### src/rtl/if_fetch_unit.sv
// Instruction-fetch stage: owns the fetch PC, drives the IMEM READ/BUSYWAIT handshake and
// presents a registered INSTRUCTION/PC/PC_PLUS_4 triple. Define IF_SKID_BUFFER_EN for a skid buffer.
module if_fetch_unit #(
   parameter logic [31:0] RESET_PC  = 32'h0000_0000,
   parameter logic [31:0] NOP_INSTR = 32'h0000_0013
) (
   input  logic        CLK,
   input  logic        RESET,
   input  logic        STALL,
   input  logic        BRANCH_TAKEN,
   input  logic [31:0] BRANCH_TARGET,
   output logic        IMEM_READ,
   output logic [31:0] IMEM_ADDRESS,
   input  logic [31:0] IMEM_READDATA,
   input  logic        IMEM_BUSYWAIT,
   output logic [31:0] INSTRUCTION,
   output logic [31:0] PC,
   output logic [31:0] PC_PLUS_4,
   output logic        VALID
);

   typedef enum logic [1:0] {StIdle, StReq, StSquash, StHold} state_e;

   state_e      r_state;
   logic [31:0] r_fetch_pc;
   logic        r_imem_read;
   logic [31:0] r_imem_addr;
   logic [31:0] r_instr;
   logic [31:0] r_pc;
   logic [31:0] r_pc4;
   logic        r_valid;

   state_e      w_state_d;
   logic [31:0] w_fetch_pc_d;
   logic        w_imem_read_d;
   logic [31:0] w_imem_addr_d;
   logic [31:0] w_instr_d;
   logic [31:0] w_pc_d;
   logic [31:0] w_pc4_d;
   logic        w_valid_d;
   logic        w_done;
   logic        w_out_free;

`ifdef IF_SKID_BUFFER_EN
   // Buffer contents are only meaningful while in StHold.
   logic [31:0] r_buf_instr;
   logic [31:0] r_buf_pc;
   logic [31:0] w_buf_instr_d;
   logic [31:0] w_buf_pc_d;
`endif

   always_comb begin
      w_done        = r_imem_read & ~IMEM_BUSYWAIT;
      w_out_free    = ~r_valid | ~STALL;
      w_state_d     = r_state;
      w_fetch_pc_d  = r_fetch_pc;
      w_valid_d     = r_valid & STALL;
      w_instr_d     = (r_valid & STALL) ? r_instr : NOP_INSTR;
      w_pc_d        = r_pc;
      w_pc4_d       = r_pc4;
`ifdef IF_SKID_BUFFER_EN
      w_buf_instr_d = r_buf_instr;
      w_buf_pc_d    = r_buf_pc;
`endif

      if (BRANCH_TAKEN) begin
         w_fetch_pc_d = {BRANCH_TARGET[31:2], 2'b00};
         w_valid_d    = 1'b0;
         w_instr_d    = NOP_INSTR;
         // An in-flight access must finish before a new address may be presented.
         w_state_d    = (r_imem_read & IMEM_BUSYWAIT) ? StSquash : StReq;
      end else begin
         case (r_state)
            StIdle: w_state_d = StReq;
            StReq: begin
               if (w_done) begin
                  if (w_out_free) begin
                     w_instr_d    = IMEM_READDATA;
                     w_pc_d       = r_fetch_pc;
                     w_pc4_d      = r_fetch_pc + 32'd4;
                     w_valid_d    = 1'b1;
                     w_fetch_pc_d = r_fetch_pc + 32'd4;
                  end else begin
`ifdef IF_SKID_BUFFER_EN
                     w_buf_instr_d = IMEM_READDATA;
                     w_buf_pc_d    = r_fetch_pc;
                     w_fetch_pc_d  = r_fetch_pc + 32'd4;
`endif
                     // Without the buffer the data is dropped and the address replayed.
                     w_state_d = StHold;
                  end
               end
            end
            StSquash: begin
               if (w_done) w_state_d = StReq;
            end
            StHold: begin
               if (!STALL) begin
`ifdef IF_SKID_BUFFER_EN
                  w_instr_d = r_buf_instr;
                  w_pc_d    = r_buf_pc;
                  w_pc4_d   = r_buf_pc + 32'd4;
                  w_valid_d = 1'b1;
`endif
                  w_state_d = StReq;
               end
            end
            default: w_state_d = StIdle;
         endcase
      end

      w_imem_read_d = (w_state_d == StReq) || (w_state_d == StSquash);
      w_imem_addr_d = (w_state_d == StSquash) ? r_imem_addr : w_fetch_pc_d;
   end

   always_ff @(posedge CLK or negedge RESET) begin
      if (!RESET) begin
         r_state     <= StIdle;
         r_fetch_pc  <= RESET_PC;
         r_imem_read <= 1'b0;
         r_imem_addr <= RESET_PC;
         r_instr     <= NOP_INSTR;
         r_pc        <= 32'd0;
         r_pc4       <= 32'd0;
         r_valid     <= 1'b0;
      end else begin
         r_state     <= w_state_d;
         r_fetch_pc  <= w_fetch_pc_d;
         r_imem_read <= w_imem_read_d;
         r_imem_addr <= w_imem_addr_d;
         r_instr     <= w_instr_d;
         r_pc        <= w_pc_d;
         r_pc4       <= w_pc4_d;
         r_valid     <= w_valid_d;
      end
   end

`ifdef IF_SKID_BUFFER_EN
   always_ff @(posedge CLK or negedge RESET) begin
      if (!RESET) begin
         r_buf_instr <= NOP_INSTR;
         r_buf_pc    <= 32'd0;
      end else begin
         r_buf_instr <= w_buf_instr_d;
         r_buf_pc    <= w_buf_pc_d;
      end
   end
`endif

   assign IMEM_READ    = r_imem_read;
   assign IMEM_ADDRESS = r_imem_addr;
   assign INSTRUCTION  = r_instr;
   assign PC           = r_pc;
   assign PC_PLUS_4    = r_pc4;
   assign VALID        = r_valid;

endmodule

### config.mk
export PLATFORM = sky130hd
export DESIGN_NAME = if_fetch_unit
export DESIGN_NICKNAME = d
export VERILOG_FILES = /design/src/rtl/if_fetch_unit.sv
export SDC_FILE = /design/constraint.sdc
export NUM_CORES = 1
export LEC_CHECK = 0
export CAP_MARGIN = 10
export CORE_MARGIN = 2
export CORE_UTILIZATION = 28
export DETAILED_ROUTE_END_ITERATION = 6
export HOLD_SLACK_MARGIN = 0.03
export PLACE_DENSITY = 0.58
export SLEW_MARGIN = 20
export SYNTH_ARGS = -nofsm -noshare
export SYNTH_HDL_FRONTEND = slang
export SYNTH_SLANG_ARGS = --single-unit
### constraint.sdc
create_clock -name CLK -period 3.4 [get_ports CLK]
set_clock_uncertainty 0.15 [all_clocks]
set_input_delay 0.34 -clock CLK [delete_from_list [all_inputs] [get_ports CLK]]
set_output_delay 0.34 -clock CLK [all_outputs]
set_load 0.1 [all_outputs]
Yosys cells after proc, flatten, opt, wreduce, memory -nomap -nowiden. Cells that the tools add are included.

Logic and storage cells: 45. Flip-flop bits (word level): 164. Input port bits: 69.

Multiplexer cells: 20. Equal/unequal tests: 5. Bitwise operators: 8. $add $sub $neg: 1. Reduce and logical (&&, ||, !) cells: 3.

Operators with widths (count): $mux W32 (9); $add A32 B3 Y32 const B (1); $mux W2 (6); $pmux W2 S4 (1); $eq A2 B2 Y1 const B (3); $eq A2 B1 Y1 const B (2); $mux W1 (4); $not A1 Y1 (4); $reduce_and A4 Y1 (1); $and A1 B1 Y1 (3); $logic_not A2 Y1 (1); $logic_or A1 B1 Y1 (1); $or A1 B1 Y1 (1).

Longest topological paths before layout.
Word-level depth: 8. Mapped depth: 11. Depth with buffers taken out: 8.

Worst setup path before layout. Ideal clock, no wire load.

Kind: register -> register. Start point: register r_imem_read, in the netlist IMEM_READ. End point: register r_imem_addr[22], in the netlist IMEM_ADDRESS[22]. Data arrival time: 2.897 ns. Slack: 0.229 ns. Period minus slack after synthesis: 3.171 ns. Stages on the path, launching flop included: 11. Path buffers: 2. Cells stage by stage: dfrtp_1 nor2b_1 a21oi_1 o22a_1 o21ai_0 ha_1 clkbuf_1 inv_1 clkbuf_1 and3_1 a211o_1.

Word-level cells in the longest chain between the ends: 5. Elaborated cells between the ends (all ways): 11.

RTL lines: start, declared (line 26) `logic r_imem_read;`; start signal, assigned (line 129) `r_imem_read <= w_imem_read_d;`; $and A1 B1 Y1 (line 53) `w_done = r_imem_read & ~IMEM_BUSYWAIT;`; $mux W2 (on tied branches) (line 95, 76); $pmux W2 S4 (line 73) `case (r_state)`; $mux W2 * (line 66) `if (BRANCH_TAKEN) begin`; net w_state_d[1] (line 33) `state_e w_state_d;`; $eq A2 B2 Y1 * (line 113) `w_imem_addr_d = (w_state_d == StSquash) ? r_imem_addr : w_fetch_pc_d;`; end signal, assigned (line 130) `r_imem_addr <= w_imem_addr_d;`; end, declared (line 27) `logic [31:0] r_imem_addr;`.

Mark *: on every way through the listed nets, which the timed path passes. The rest lies on a longest branch. A chain may end at the register's enable or synchronous reset.

Worst setup path after layout.
Start point: register r_fetch_pc[4]. End point: register r_imem_addr[25], in the netlist IMEM_ADDRESS[25].

Word-level cells in the longest chain between the ends: 5.

RTL lines: start, declared (line 25) `logic [31:0] r_fetch_pc;`; start signal, assigned (line 128) `r_fetch_pc <= w_fetch_pc_d;`; $add A32 B3 Y32 (line 82) `w_fetch_pc_d = r_fetch_pc + 32'd4;`; $mux W32 (line 77) `if (w_out_free) begin`; $mux W32 (line 76) `if (w_done) begin`; $mux W32 (line 73); $mux W32 (line 66).

No other way between the ends.

==> flow_summary_export.csv <==
group,metric,value,unit
layout,stdcell_count,1276,
route,drt_iter0_drc,363,
placement,dpl_worst_slack,354,ps
layout,syn_to_final_growth,39.6,%
clocking,clk_path_buf_depth,2,
sta,tightestPinTransition,1010,ps
clocking,insertion_delay,430,ps
sta,setup_viol,0,
layout,fillers,2576,
floorplanning,core,26000,um2
clocking,cts_made_buffers,17,
global_route,antenna_found_initial,1,
run,drv_cap,0,
synthesis,netlist_area,7390,um2
status,status,"finished clean",
synthesis,ys_seq_elements,162,
power_and_ir_drop,power.share.sequential,0.275,
power_and_ir_drop,leakagePower,4.38,nW
sta,period_share,0.795,
floorplanning,die-width,166,um
synthesis,synth_top_cell_by_area,"dfrtp_1",
sta,max_freq,370,MHz
min_path,hp-class,"in2reg",
clocking,path_clk_slew,70,ps
floorplanning,rows,59,
global_route,gr-total-overflow,0,
worst_setup_path,crit_type,"reg2reg",
synthesis,synth_flop_cell,"dfrtp_1",
sta,slew_headroom,0.322,
power_and_ir_drop,p_sw,5.33,mW
floorplanning,die_h,166,um
placement,port_buffers,196,
floorplanning,start_util,0.284,
route,num_vias,6085,
global_route,grt_pass1_wl,35.8,mm
layout,fin_nets,998,
synthesis,async_flop_share,1.00,
worst_setup_path,max_stage_delay,770,ps
worst_setup_path,cp_cell_sequence,"nand3_2 -> or4_1 -> nor4_2 -> mux2i_1 -> a31oi_1",
synthesis,yosys-top-cells-area,"dfrtp_1, nand2_1, o21ai_0",
synthesis,synthCells,747,
sta,slew_viol_final,0,
placement,placed_cells,1242,
synthesis,synth_edf_count,0,
worst_setup_path,critPathTopFamily,"simple AND/OR/NAND/NOR gates",
placement,gp_congestion,0.789,
sta,holdWs,153,ps
synthesis,syn_avg_cell_area,9.89,um2
worst_setup_path,cp.arrival,2830,ps
synthesis,synth_top_area_frac,0.539,
power_and_ir_drop,p_sw_frac,0.528,
power_and_ir_drop,comb_power_share,0.524,
route,firstDrtPassIters,4,
floorplanning,dieArea,27700,um2
synthesis,synthTopCellsByCount,"nand2_1, dfrtp_1, o21ai_0",
sta,tns,0,ps
sta,min_period,2700,ps
power_and_ir_drop,ir_drop,0.000787,V
synthesis,syn_nets,818,
worst_setup_path,crit_path_start_kind,"flop",
global_route,grt_usage,0.165,
clocking,cts-resized-gates,0,
worst_setup_path,path_buf_inv,0,
synthesis,netlist-cell-type-count,57,
power_and_ir_drop,cellPowerDensity,978,nW/um2
synthesis,synth.yosys.seq_area_share,0.549,
synthesis,ys_warn_count,0,
worst_setup_path,cp_max_fo,9,
power_and_ir_drop,clkPwrFrac,0.202,
worst_setup_path,cp_data_required_time,3520,ps
placement,hpwl,16.3,mm
clocking,post_cts_buffers,0,
route,wl,22.7,mm
route,drt-vias-per-instance,4.77,
floorplanning,pin_count,199,
power_and_ir_drop,p_int,4.76,mW
synthesis,yosysMostFrequentCell,"nand2_1",
sta,rsz0062_at_grt,"no",
worst_setup_path,end_kind,"flop",
global_route,grt_pass1_vias,6267,
clocking,cts_root_buf,"clkbuf_16",
route,wl_per_cell,17.8,um
sta,finalHoldViolCount,0,
clocking,htreeDepth,4,
clocking,clock_sinks,162,
route,drc,0,
global_route,grt_max_degree,83,
layout,drive_gt1_frac,0.115,
worst_setup_path,cp_slowest_cell,"or4_1",
clocking,cts_tree,"yes",
sta,fin_ws,695,ps
route,drtAntennaViolNets,0,
power_and_ir_drop,p_total,10.1,mW
==> logic make-up (layout without fill, tap and decap cells) <==
family	Yosys count	count (layout)	synth area share
flip-flops	162	162	0.549
adder cells (fa/ha/maj)	2	2	0.00339
XOR/XNOR	46	46	0.0545
AO/OA/AOI/OAI	137	137	0.128
AND/OR/NAND/NOR	314	314	0.200
buffers and inverters	72	265	0.0435
other	0	1	0
multiplexers	14	14	0.0215
==> stage by stage <==
step	utilization	cell area, um2
3_3_place_gp	0.373	9680
3_5_place_dp	0.373	9680
4_1_cts	0.397	10300
2_1_floorplan	-	7390
5_1_grt	0.397	10300
6_report	0.397	10300
==> state kept, by name, indices dropped and copies added, names as in the netlist <==
name          count
PC_PLUS_4        30
r_fetch_pc       32
VALID             1
IMEM_READ         1
IMEM_ADDRESS     32
PC               32
INSTRUCTION      32
r_state           2
==> worst register-to-register path, cell delays in order, from the launching register on <==
cell     delay, ps
dfrtp_1        500
nand3_2        180
or4_1          770
nor4_2         450
mux2i_1        360
a31oi_1        130
==> per-layer routing <==
layer	track usage	part of all wire	vias up
met5	0	0	-
met4	0.0364	0.0066	0
met3	0.0542	0.077	10
met1	0.218	0.45	2947
met2	0.264	0.47	188
li1	-	-	2940
==> final cells by class <==
| cell class | count | area [um2] | area share |
|---|---|---|---|
| antenna | 1 | 2.50 | 0.000243 |
| clock buffer | 19 | 443 | 0.0429 |
| tap | 335 | 419 | 0.0406 |
| inverter | 7 | 26.3 | 0.00255 |
| sequential | 162 | 4060 | 0.393 |
| multi-input combinational | 513 | 3030 | 0.294 |
| clock inverter | 13 | 175 | 0.0170 |
| timing repair buffer | 226 | 2160 | 0.210 |
==> cells in the final DEF (no fill, tap or decap), drive strengths merged, types with 3 or more instances in the layout <==
cell type	count
nand2	189
clkdlybuf4s50	185
dfrtp	159
o21ai	60
buf	40
a22o	29
nor2	27
xnor2	25
xor2	21
clkbuf	19
nand4	17
nor3	16
nor4	16
nand3	15
mux2	12
inv	11
a211o	9
and3	9
o21a	6
a21oi	5
o221ai	5
o31ai	5
and4	5
nor2b	4
nor4b	4
clkinvlp	4
and2	4
dfstp	3
o32a	3
bufinv	3
or2	3
o31a	3
==> power groups by stage <==
| stage | Clock, mW | Sequential (mW) | Combinational (mW) |
|---|---|---|---|
| CTS | 2.09 | 2.79 | 5.32 |
| global route | 2.17 | 2.85 | 5.50 |
| detailed placement | 0 | 2.81 | 5.31 |
| finish | 2.03 | 2.77 | 5.28 |
| global placement | 0 | 2.81 | 5.29 |
| floorplan | 0 | 5.97 | 0.759 |
==> path summary, 6_finish.rpt <==
kind | startpoint | to | slack, ps | cells past startpoint
max reg2reg | r_fetch_pc[4]$_DFF_PN0_ | IMEM_ADDRESS[25]$_DFFE_PN0P_ | 700 | 5
max | r_fetch_pc[4]$_DFF_PN0_ | IMEM_ADDRESS[25]$_DFFE_PN0P_ | 700 | 5
min in group asynchronous | RESET | IMEM_ADDRESS[0]$_DFFE_PN0P_ | 370 | 2
min reg2reg | r_fetch_pc[1]$_DFF_PN0_ | PC[1]$_DFFE_PN0P_ | 310 | 2
max in group asynchronous | RESET | INSTRUCTION[1]$_DFF_PN1_ | 1870 | 3
min | BRANCH_TAKEN | r_state[1]$_DFF_PN0_ | 150 | 3
==> timing repair <==
action / 4_1_cts / 5_1_grt
hold endpoints to repair: 76 / 0
endpoints found under the setup margin: 0 / 0
hold buffers: 1 / 0
(Power assumes the default switching activity.)
